<file path="src/rtl/pool_requant_buffer_pkg.sv">
// Shared types and width helpers for the pooled-stream requant buffer.
package pool_requant_buffer_pkg;

  // Layer sequencing states
  typedef enum logic [1:0] {
    ST_IDLE  = 2'd0,
    ST_RUN   = 2'd1,
    ST_DRAIN = 2'd2,
    ST_DONE  = 2'd3
  } state_t;

  // Word counters must be able to hold TOTAL itself
  function automatic int cnt_w(input int total);
    return $clog2(total + 1);
  endfunction

  // FIFO pointers carry one extra wrap bit to tell full from empty
  function automatic int ptr_w(input int depth);
    return $clog2(depth) + 1;
  endfunction

endpackage

</file>
<file path="src/rtl/sync_fifo.sv">
// Single-clock show-ahead FIFO: head word is visible whenever empty is low.
module sync_fifo
  import pool_requant_buffer_pkg::*;
#(
  parameter int DATA  = 17,
  parameter int DEPTH = 16
) (
  input  logic            clk1,
  input  logic            rst_n,
  input  logic            wr_en,
  input  logic [DATA-1:0] wr_data,
  input  logic            rd_en,
  output logic [DATA-1:0] rd_data,
  output logic            full,
  output logic            empty
);

  localparam int AW = $clog2(DEPTH);
  localparam int PW = ptr_w(DEPTH);

  logic [DATA-1:0] mem [DEPTH];
  logic [PW-1:0]   wr_ptr, rd_ptr;
  logic            wr_do, rd_do;

  assign empty   = (wr_ptr == rd_ptr);
  assign full    = (wr_ptr[AW] != rd_ptr[AW]) && (wr_ptr[AW-1:0] == rd_ptr[AW-1:0]);
  // A pop frees a slot in the same cycle, so a write at full still lands
  assign wr_do   = wr_en && (!full || rd_en);
  assign rd_do   = rd_en && !empty;
  assign rd_data = mem[rd_ptr[AW-1:0]];

  // Storage array; contents are don't-care until written
  always_ff @(posedge clk1) begin
    if (wr_do) mem[wr_ptr[AW-1:0]] <= wr_data;
  end

  // Pointer update; reset empties the FIFO
  always_ff @(posedge clk1 or negedge rst_n) begin
    if (!rst_n) begin
      wr_ptr <= '0;
      rd_ptr <= '0;
    end else begin
      if (wr_do) wr_ptr <= wr_ptr + 1'b1;
      if (rd_do) rd_ptr <= rd_ptr + 1'b1;
    end
  end

endmodule

</file>
<file path="src/rtl/pool_requant_buffer.sv">
// Requantises the pooled 32-bit stream to IFM_WIDTH (round, shift, saturate),
// buffers it for the next layer's loader and tracks layer completion/errors.
module pool_requant_buffer
  import pool_requant_buffer_pkg::*;
#(
  parameter int DATA_WIDTH = 32,
  parameter int IFM_WIDTH  = 16,
  parameter int SHIFT      = 8,
  parameter int OUT_SIZE   = 13,
  parameter int CO         = 8,
  parameter int DEPTH      = 16
) (
  input  logic                 clk1,
  input  logic                 rst_n,
  input  logic                 in_valid,
  input  logic [DATA_WIDTH-1:0] in_data,
  input  logic                 in_end,
  output logic                 out_valid,
  input  logic                 out_ready,
  output logic [IFM_WIDTH-1:0] out_data,
  output logic                 out_last,
  output logic                 layer_done,
  output logic                 overflow,
  output logic                 count_err
);

  localparam int TOTAL = OUT_SIZE * OUT_SIZE * CO;
  localparam int CW    = cnt_w(TOTAL);
  localparam logic [CW-1:0] TOT    = CW'(TOTAL);
  localparam logic [CW-1:0] TOT_M1 = CW'(TOTAL - 1);

  // Rounding constant is half an output LSB; zero when there is no shift
  localparam int SH_M1 = (SHIFT > 0) ? SHIFT - 1 : 0;
  localparam logic signed [DATA_WIDTH:0] RND =
    (SHIFT > 0) ? ((DATA_WIDTH+1)'(1) << SH_M1) : '0;
  localparam logic signed [DATA_WIDTH:0] MAXV =
    {{(DATA_WIDTH+2-IFM_WIDTH){1'b0}}, {(IFM_WIDTH-1){1'b1}}};
  localparam logic signed [DATA_WIDTH:0] MINV =
    {{(DATA_WIDTH+2-IFM_WIDTH){1'b1}}, {(IFM_WIDTH-1){1'b0}}};

  state_t                state;
  logic [CW-1:0]         in_cnt, out_cnt, in_cnt_nxt;
  logic signed [DATA_WIDTH:0] rq_t, rq_s;
  logic [IFM_WIDTH-1:0]  rq_sat, rq_data;
  logic                  rq_vld, accept, pop;
  logic                  fifo_full, fifo_empty;

  // Requant datapath: one extra bit so the rounding add cannot wrap
  always_comb begin
    rq_t = $signed({in_data[DATA_WIDTH-1], in_data}) + RND;
    rq_s = rq_t >>> SHIFT;
    if (rq_s > MAXV)      rq_sat = MAXV[IFM_WIDTH-1:0];
    else if (rq_s < MINV) rq_sat = MINV[IFM_WIDTH-1:0];
    else                  rq_sat = rq_s[IFM_WIDTH-1:0];
  end

  // Words arriving after the layer is complete never enter the pipe
  assign accept     = in_valid && (state == ST_IDLE || state == ST_RUN);
  assign in_cnt_nxt = in_cnt + 1'b1;
  assign out_valid  = !fifo_empty;
  assign pop        = out_valid && out_ready;
  assign out_last   = out_valid && (out_cnt == TOT_M1);

  // Stage-1 register holding the requantised word for the FIFO write
  always_ff @(posedge clk1 or negedge rst_n) begin
    if (!rst_n) begin
      rq_vld  <= 1'b0;
      rq_data <= '0;
    end else begin
      rq_vld <= accept;
      if (accept) rq_data <= rq_sat;
    end
  end

  sync_fifo #(
    .DATA  (IFM_WIDTH),
    .DEPTH (DEPTH)
  ) u_fifo (
    .clk1    (clk1),
    .rst_n   (rst_n),
    .wr_en   (rq_vld),
    .wr_data (rq_data),
    .rd_en   (pop),
    .rd_data (out_data),
    .full    (fifo_full),
    .empty   (fifo_empty)
  );

  // Layer FSM with counters and registered status flags
  always_ff @(posedge clk1 or negedge rst_n) begin
    if (!rst_n) begin
      state      <= ST_IDLE;
      in_cnt     <= '0;
      out_cnt    <= '0;
      layer_done <= 1'b0;
      overflow   <= 1'b0;
      count_err  <= 1'b0;
    end else begin
      layer_done <= 1'b0;
      if (rq_vld && fifo_full && !pop) overflow <= 1'b1;
      if (pop) out_cnt <= out_cnt + 1'b1;
      case (state)
        ST_IDLE, ST_RUN: begin
          if (in_valid) begin
            in_cnt <= in_cnt_nxt;
            state  <= (in_cnt_nxt == TOT) ? ST_DRAIN : ST_RUN;
          end
          // An end marker on the TOTAL-th word is the normal case
          if (in_end && (in_valid || state == ST_RUN) &&
              !(in_valid && in_cnt_nxt == TOT)) begin
            count_err <= 1'b1;
            state     <= ST_DRAIN;
          end
        end
        ST_DRAIN: begin
          if (in_valid) count_err <= 1'b1;
          // Short layers finish once both the stage-1 reg and FIFO are empty
          if ((pop && out_cnt == TOT_M1) || (fifo_empty && !rq_vld)) begin
            state      <= ST_DONE;
            layer_done <= 1'b1;
          end
        end
        default: begin
          if (in_valid) count_err <= 1'b1;
          in_cnt  <= '0;
          out_cnt <= '0;
          state   <= ST_IDLE;
        end
      endcase
    end
  end

endmodule
</file>
<file path="config.mk">
export PLATFORM = sky130hd
export DESIGN_NAME = pool_requant_buffer
export DESIGN_NICKNAME = d
export VERILOG_FILES = /design/src/rtl/pool_requant_buffer_pkg.sv /design/src/rtl/sync_fifo.sv /design/src/rtl/pool_requant_buffer.sv
export SDC_FILE = /design/constraint.sdc
export NUM_CORES = 1
export LEC_CHECK = 0
export ABC_AREA = 1
export CAP_MARGIN = 10
export CORE_MARGIN = 3
export CORE_UTILIZATION = 40
export DETAILED_ROUTE_END_ITERATION = 10
export GPL_ROUTABILITY_DRIVEN = 0
export PLACE_DENSITY = 0.64
export SYNTH_ARGS = -nofsm -noshare
export SYNTH_HDL_FRONTEND = slang
export SYNTH_SLANG_ARGS = --single-unit
</file>
<file path="constraint.sdc">
create_clock -name clk1 -period 2.5 [get_ports clk1]
set_clock_uncertainty 0.2 [all_clocks]
set_input_delay 0.375 -clock clk1 [delete_from_list [all_inputs] [get_ports clk1]]
set_output_delay 0.375 -clock clk1 [all_outputs]
set_load 0.05 [all_outputs]
</file>
==> results.md, run 1 <==
* Outcome: finished with violations
* Failing checks: negative setup slack
* DR WL/cell at 18.7 um
* Gr ovfl total at 0
* Largest net degree at the start of global routing at 66
* TritonCTS clock tree: done
* Antenna Violating Nets Remaining at 0
* TritonCTS Buffers at 30
* R2R Setup Slk at 0.04 ns
* Rel. slew slack at 53.9%
* CTS sink count at 310
* Setup violators final at 18
* Final worst setup slack at -0.346 ns
* CTS Buffer Depth at 3
* Max_cap viols at 0
* Synth Warn # at 0
* CP endpoint kind: primary output
* CTS Root Cell: clkbuf_16
* Worst-path cell chain: buf_6 -> clkinv_8 -> buf_8 -> nor2_1 -> o221ai_1 -> nand3_1 -> nand3_2 -> buf_8
* Startpoint Class: flip-flop
* Critical path depth at 8
* Leakage at 6.31 nW
* H-tree depth at 1
* Layout area overhead at 29.1%
* Vias per std cell at 5.30
* HPWL after DPL at 20000 um
* Worst min-delay path class: input port to async pin
* Worst skew pair latency at 0.56 ns
* Required @ worst endpoint at 1.92 ns
* Die width at 189 um
* Max incr delay on CP at 0.52 ns
* Seq/Total Area, Yosys at 67.1%
* Crit path kind: flip-flop to primary output
* Most used cell, CP: buf_8
* Post-layout util at 52.9%
* Mapped Nets at 1203
* Slew Viols, Final at 0
* Area contributors post-synth: edfxtp_1, dfrtp_1, nor2_1, nand2_1, o21ai_0
* Routed length on met2 at 15700 um
* Leading area contributor after synthesis: edfxtp_1
* Worst path bufs/invs at 4
* Die Y at 189 um
* Vias after detailed routing at 9390
* RR Startpoint: u_fifo.rd_ptr[0]$_DFFE_PN0P_
* Core Area at 32900 um2
* Post-synthesis instance total at 1157
* Share of cells above drive strength 1 at 23.9%
* Top FF cell, synth: edfxtp_1
* # IOs at 58
* Worst-path fanout max at 15
* Wire length on met1 at 14700 um
* Antenna violations before repair at 0
* Total GRT Usage at 18.0%
* Setup crit start: u_fifo.rd_ptr[0]$_DFFE_PN0P_
* Mapped Avg Cell Area at 11.6 um2
* Core Rows at 66
* Met3 Routed Length at 2070 um
* Remaining DRCs at 0
* Port bufs at 50
* First-pass GRT wire length at 51400 um
* Post-Layout Cell Count at 1772
* Tcrit/Tclk final at 114%
* Detailed-route wire length at 33200 um
* Die area at 35900 um2
* VDD IR-drop max at 0.000874 V
* Seq cells post-synth at 310
* Hold slack at 0.0349 ns
* 1st-pass router iterations at 5
* Top cell type's share of synthesized area at 57.1%
* Antenna Cells at 0
* Placed Instances at 1691
* RSZ-0062 raised after global routing: true
* Fin area at 17400 um2
* Nets at 1353
* EDFF count, synth at 256
* Slowest cell on crit path: dfrtp_4
* Synth top cells by count: edfxtp_1, nor2_1, nand2_1
* 1st-iter DRT viols at 768
* Synth async-reset ratio at 17.4%
* Top cell family by delay on the critical path: buffers and inverters
* Total Power at 20.9 mW
* Register-to-Register Path Depth at 11
* Period minus WS final at 2.85 ns
* Netlist cell types at 42
* Max layer used: met4
* Final hold viol count at 0
* Placed Area at 15300 um2
* Worst Setup EP: out_data[12]
* PwrDens at 1200 nW/um2
* Slew @ Worst Pin at 0.692 ns
* Fillers at 2811
* Arr. time, crit path at 2.27 ns
* Clock transition at the registers of the reported paths at 0.06 ns
* Max Clk Rate at 0.351 GHz
* Count leader, synth: edfxtp_1
* Initial Util at 41.0%
* Mapped cell area at 13500 um2
* RR Endpoint: u_fifo.mem[9][6]$_DFFE_PP_
* Vias in the first global route at 9268
registers in the layout, indices dropped and copies added (netlist names), 2 cells and up:
register and count:
u_fifo.mem 256, rq_data 16, in_cnt 11, out_cnt 11, u_fifo.rd_ptr 5, u_fifo.wr_ptr 5, state 2
cell usage in the layout (no fill, tap or decap), types with 4 or more instances in the layout:
cell type,n
edfxtp_1,256
nor2_1,189
nand2_1,136
buf_4,71
o21ai_0,59
inv_1,57
dfrtp_1,52
nand3_1,47
clkbuf_16,35
clkdlybuf4s50_1,31
nor2_2,26
buf_12,26
xor2_1,25
mux2i_1,24
o32ai_1,21
buf_6,20
o21ai_1,18
o32ai_2,18
o221ai_1,17
nor2_4,17
nand2_2,15
a21oi_1,15
nand3_2,13
buf_8,12
a21oi_2,10
xnor2_1,9
nand4_1,9
nor3_1,9
ha_1,9
o221ai_2,8
o211ai_1,7
clkinvlp_4,7
clkinv_2,5
bufinv_16,5
clkinv_1,4
nand2_4,4
buf_16,4
cell type report:
type	instances	area (um2)	area share, %
Sequential cell	310	9050	52.0
Tap cell	442	553	3.18
Clock buffer	34	776	4.46
Timing Repair Buffer	171	2020	11.6
Clock inverter	21	273	1.57
Multi-Input combinational cell	731	4460	25.6
Inverter	63	263	1.51
worst reg2reg max path, delay by kind of cell, from the launching register on:
family                 cells  cell delay (ns)
AND/OR/NAND/NOR            5             0.54
flip-flops                 1             0.52
XOR/XNOR                   1             0.13
buffers and inverters      5             0.78
cell families after synthesis:
family          after synthesis  synth area share [%]
xor+xnor                     35                  2.28
mux                          25                  1.86
buf+inv                     116                  3.47
simple gates                480                  15.4
flops                       310                  67.1
fa+ha+maj                     9                 0.836
compound gates              182                  9.06
routing by layer:
layer  global-route usage [%]  up-vias
met5                        0        -
met4                     4.63        0
met3                     2.61       49
met2                     29.3      305
met1                     25.5     4619
li1                         -     4417
timing repair:
item                       4_1_cts  5_1_grt
buffers inserted                12        6
pin swaps                       20       33
gates cloned                     3        6
setup endpoints to repair       18      282
hold endpoints to repair        54        0
gates resized for setup        107       84
hold buffers                     1        0
worst min path at each step:
| stage | from | endpoint | slack, ns | depth (start not counted) |
|---|---|---|---|---|
| after floorplan | rst_n | count_err$_DFFE_PN0P_ | -0.12 | 0 |
| after global placement | rst_n | in_cnt[8]$_DFFE_PN0P_ | 0.09 | 1 |
| after detailed placement | rst_n | in_cnt[8]$_DFFE_PN0P_ | 0.08 | 1 |
| after CTS | rst_n | in_cnt[8]$_DFFE_PN0P_ | 0.02 | 2 |
| after global routing | rst_n | count_err$_DFFE_PN0P_ | 0.06 | 2 |
| final | rst_n | layer_done$_DFF_PN0_ | 0.03 | 2 |
metrics by stage:
step                      worst slack [ns]  setup TNS (ns)
after floorplan                     0.0146               0
after global placement              -0.187           -2.63
after detailed placement            -0.218           -3.47
after CTS                           -0.386          -10.84
after global routing                -0.452           -7.29
final                               -0.346           -5.34
where the power goes:
group	switching, mW	internal, mW	total [mW]
sequential	0.854	6.72	7.57
combinational	5.20	3.39	8.59
clock	1.96	2.76	4.73
total	8.02	12.9	20.9
Power figures use the tool's default switching activity.
==> inputs of run 2 (changes only) <==
Settings changed: CORE_UTILIZATION 40 to 55, GPL_TIMING_DRIVEN set to 0, PLACE_DENSITY 0.64 to 0.81.
==> run 2 against run 1 <==
Compared with the run above:
- the flow still finishes with violations (negative setup slack)
- sequential power rose by 2%
- non-clock buffer count is 23 lower
- critical path depth did not move
- hold slack better by 0.031 ns
- register-to-register slack better by 0.02 ns
- highest routed layer unchanged
==> results.md, run 2 (synthesis results as in run 1) <==
* Worst-path fanout max at 6
* Max FFs per register at 256
* Failing checks: negative setup slack
* Commonest non-fill, non-tap cell in the layout: edfxtp_1
* Final worst setup slack at -0.627 ns
* VDD IR-drop max at 0.00101 V
* Global Route met1 Usage at 37.3%
* # IOs at 58
* Core Area at 23800 um2
* Clock transition at the registers of the reported paths at 0.06 ns
* PwrDens at 1270 nW/um2
* Period minus WS final at 3.13 ns
* 1st-iter DRT viols at 1313
* Port bufs at 50
* Most frequent cells in the layout: edfxtp_1, nor2_1, nand2_1, o21ai_0, inv_1
* Initial Util at 56.7%
* Share of cells above drive strength 1 at 24.1%
* Max_cap viols at 0
* Final hold viol count at 0
* RSZ-0062 raised after global routing: true
* Total Power at 21.5 mW
* Nets at 1330
* Vias in the first global route at 10100
* Die Y at 162 um
* CTS sink count at 310
* Register-to-Register Path Depth at 10
* 1st-pass router iterations at 6
* Startpoint Class: flip-flop
* Gr ovfl total at 0
* Grt peak-use layer: met2
* Antenna violations before repair at 0
* TritonCTS clock tree: done
* M2 GR Usage at 44.6%
* Remaining DRCs at 0
* Arr. time, crit path at 2.55 ns
* Die area at 26400 um2
* Antenna Violating Nets Remaining at 0
* Worst min-delay path class: input port to async pin
* Post-layout util at 71.1%
* Placed Area at 14500 um2
* Slowest cell on crit path: dfrtp_2
* Core Rows at 56
* Hold slack at 0.0659 ns
* Slew @ Worst Pin at 0.867 ns
* DR WL/cell at 24.0 um
* Largest net degree at the start of global routing at 41
* HPWL after DPL at 21700 um
* Layout area overhead at 25.4%
* Worst skew pair latency at 0.59 ns
* CTS Buffer Depth at 3
* Max incr delay on CP at 0.48 ns
* Fin area at 16900 um2
* Setup violators final at 17
* Top cell family by delay on the critical path: buffers and inverters
* Vias after detailed routing at 10200
* TritonCTS Buffers at 30
* R2R Setup Slk at 0.06 ns
* CP endpoint kind: primary output
* Tcrit/Tclk final at 125%
* Worst-path cell chain: buf_8 -> inv_8 -> bufbuf_16 -> nor2_2 -> o32ai_2 -> o211ai_1 -> nand3_1 -> buf_6
* Fillers at 1477
* Crit path kind: flip-flop to primary output
* Outcome: finished with violations
* Leakage at 6.14 nW
* Total GRT Usage at 28.3%
* GRT met3 Usage at 5.16%
* Critical path depth at 8
* Slew Viols, Final at 0
* Max Clk Rate at 0.320 GHz
* Rel. slew slack at 42.2%
* Detailed-route wire length at 39000 um
* Vias per std cell at 6.27
* Die width at 162 um
* Required @ worst endpoint at 1.92 ns
* CTS Root Cell: clkbuf_16
* Antenna Cells at 0
* H-tree depth at 1
* First-pass GRT wire length at 57200 um
* Worst path bufs/invs at 4
-- run 2: timing repair --
item,4_1_cts,5_1_grt
endpoints found under the hold margin,54,0
setup endpoints to repair,232,265
pin swaps,38,26
resized for setup,314,77
hold buffers,1,0
buffers inserted,29,6
cloned,2,0
-- run 2: path summary, 6_finish.rpt --
check / end / start
setup reg to reg: u_fifo.mem[7][0]$_DFFE_PP_ / u_fifo.rd_ptr[1]$_DFFE_PN0P_
setup / recovery: out_data[8] / u_fifo.rd_ptr[0]$_DFFE_PN0P_
min in group clk1: count_err$_DFFE_PN0P_ / count_err$_DFFE_PN0P_
max in group asynchronous: u_fifo.rd_ptr[0]$_DFFE_PN0P_ / rst_n
hold / removal: out_cnt[5]$_DFFE_PN0P_ / rst_n
hold reg to reg: count_err$_DFFE_PN0P_ / count_err$_DFFE_PN0P_
-- run 2: layout make-up --
type | instances | area (um2) | area share [%]
clock buffer | 37 | 818 | 4.85
clock inverter | 19 | 148 | 0.874
tap | 319 | 399 | 2.36
sequential | 310 | 9040 | 53.5
timing repair buffer | 97 | 1130 | 6.70
buffer | 51 | 435 | 2.58
multi-input combinational | 731 | 4660 | 27.6
inverter | 63 | 254 | 1.50
-- run 2: where the power goes --
group | switching (mW) | internal (mW)
clock | 2.00 | 2.44
combinational | 5.96 | 3.37
sequential | 1.02 | 6.72
-- run 2: per-stage QoR --
stage | cells | setup WS (ns) | TNS, ns
final | 1627 | -0.627 | -7.70
after global routing | 1627 | -0.625 | -8.05
after CTS | 1621 | -0.421 | -6.31
after detailed placement | 1535 | -1.20 | -98.46
after global placement | 1526 | -1.16 | -253.77
after floorplan | 1157 | 0.0146 | 0
-- run 2: layer usage --
metal  wire length [um]  part of all wire (%)  up-vias
li1                   -                     -     4371
met2              18400                    47      794
met3               4250                    11      174
met1              13700                    35     4861
met5                  0                     0        -
met4               2610                   6.7        0
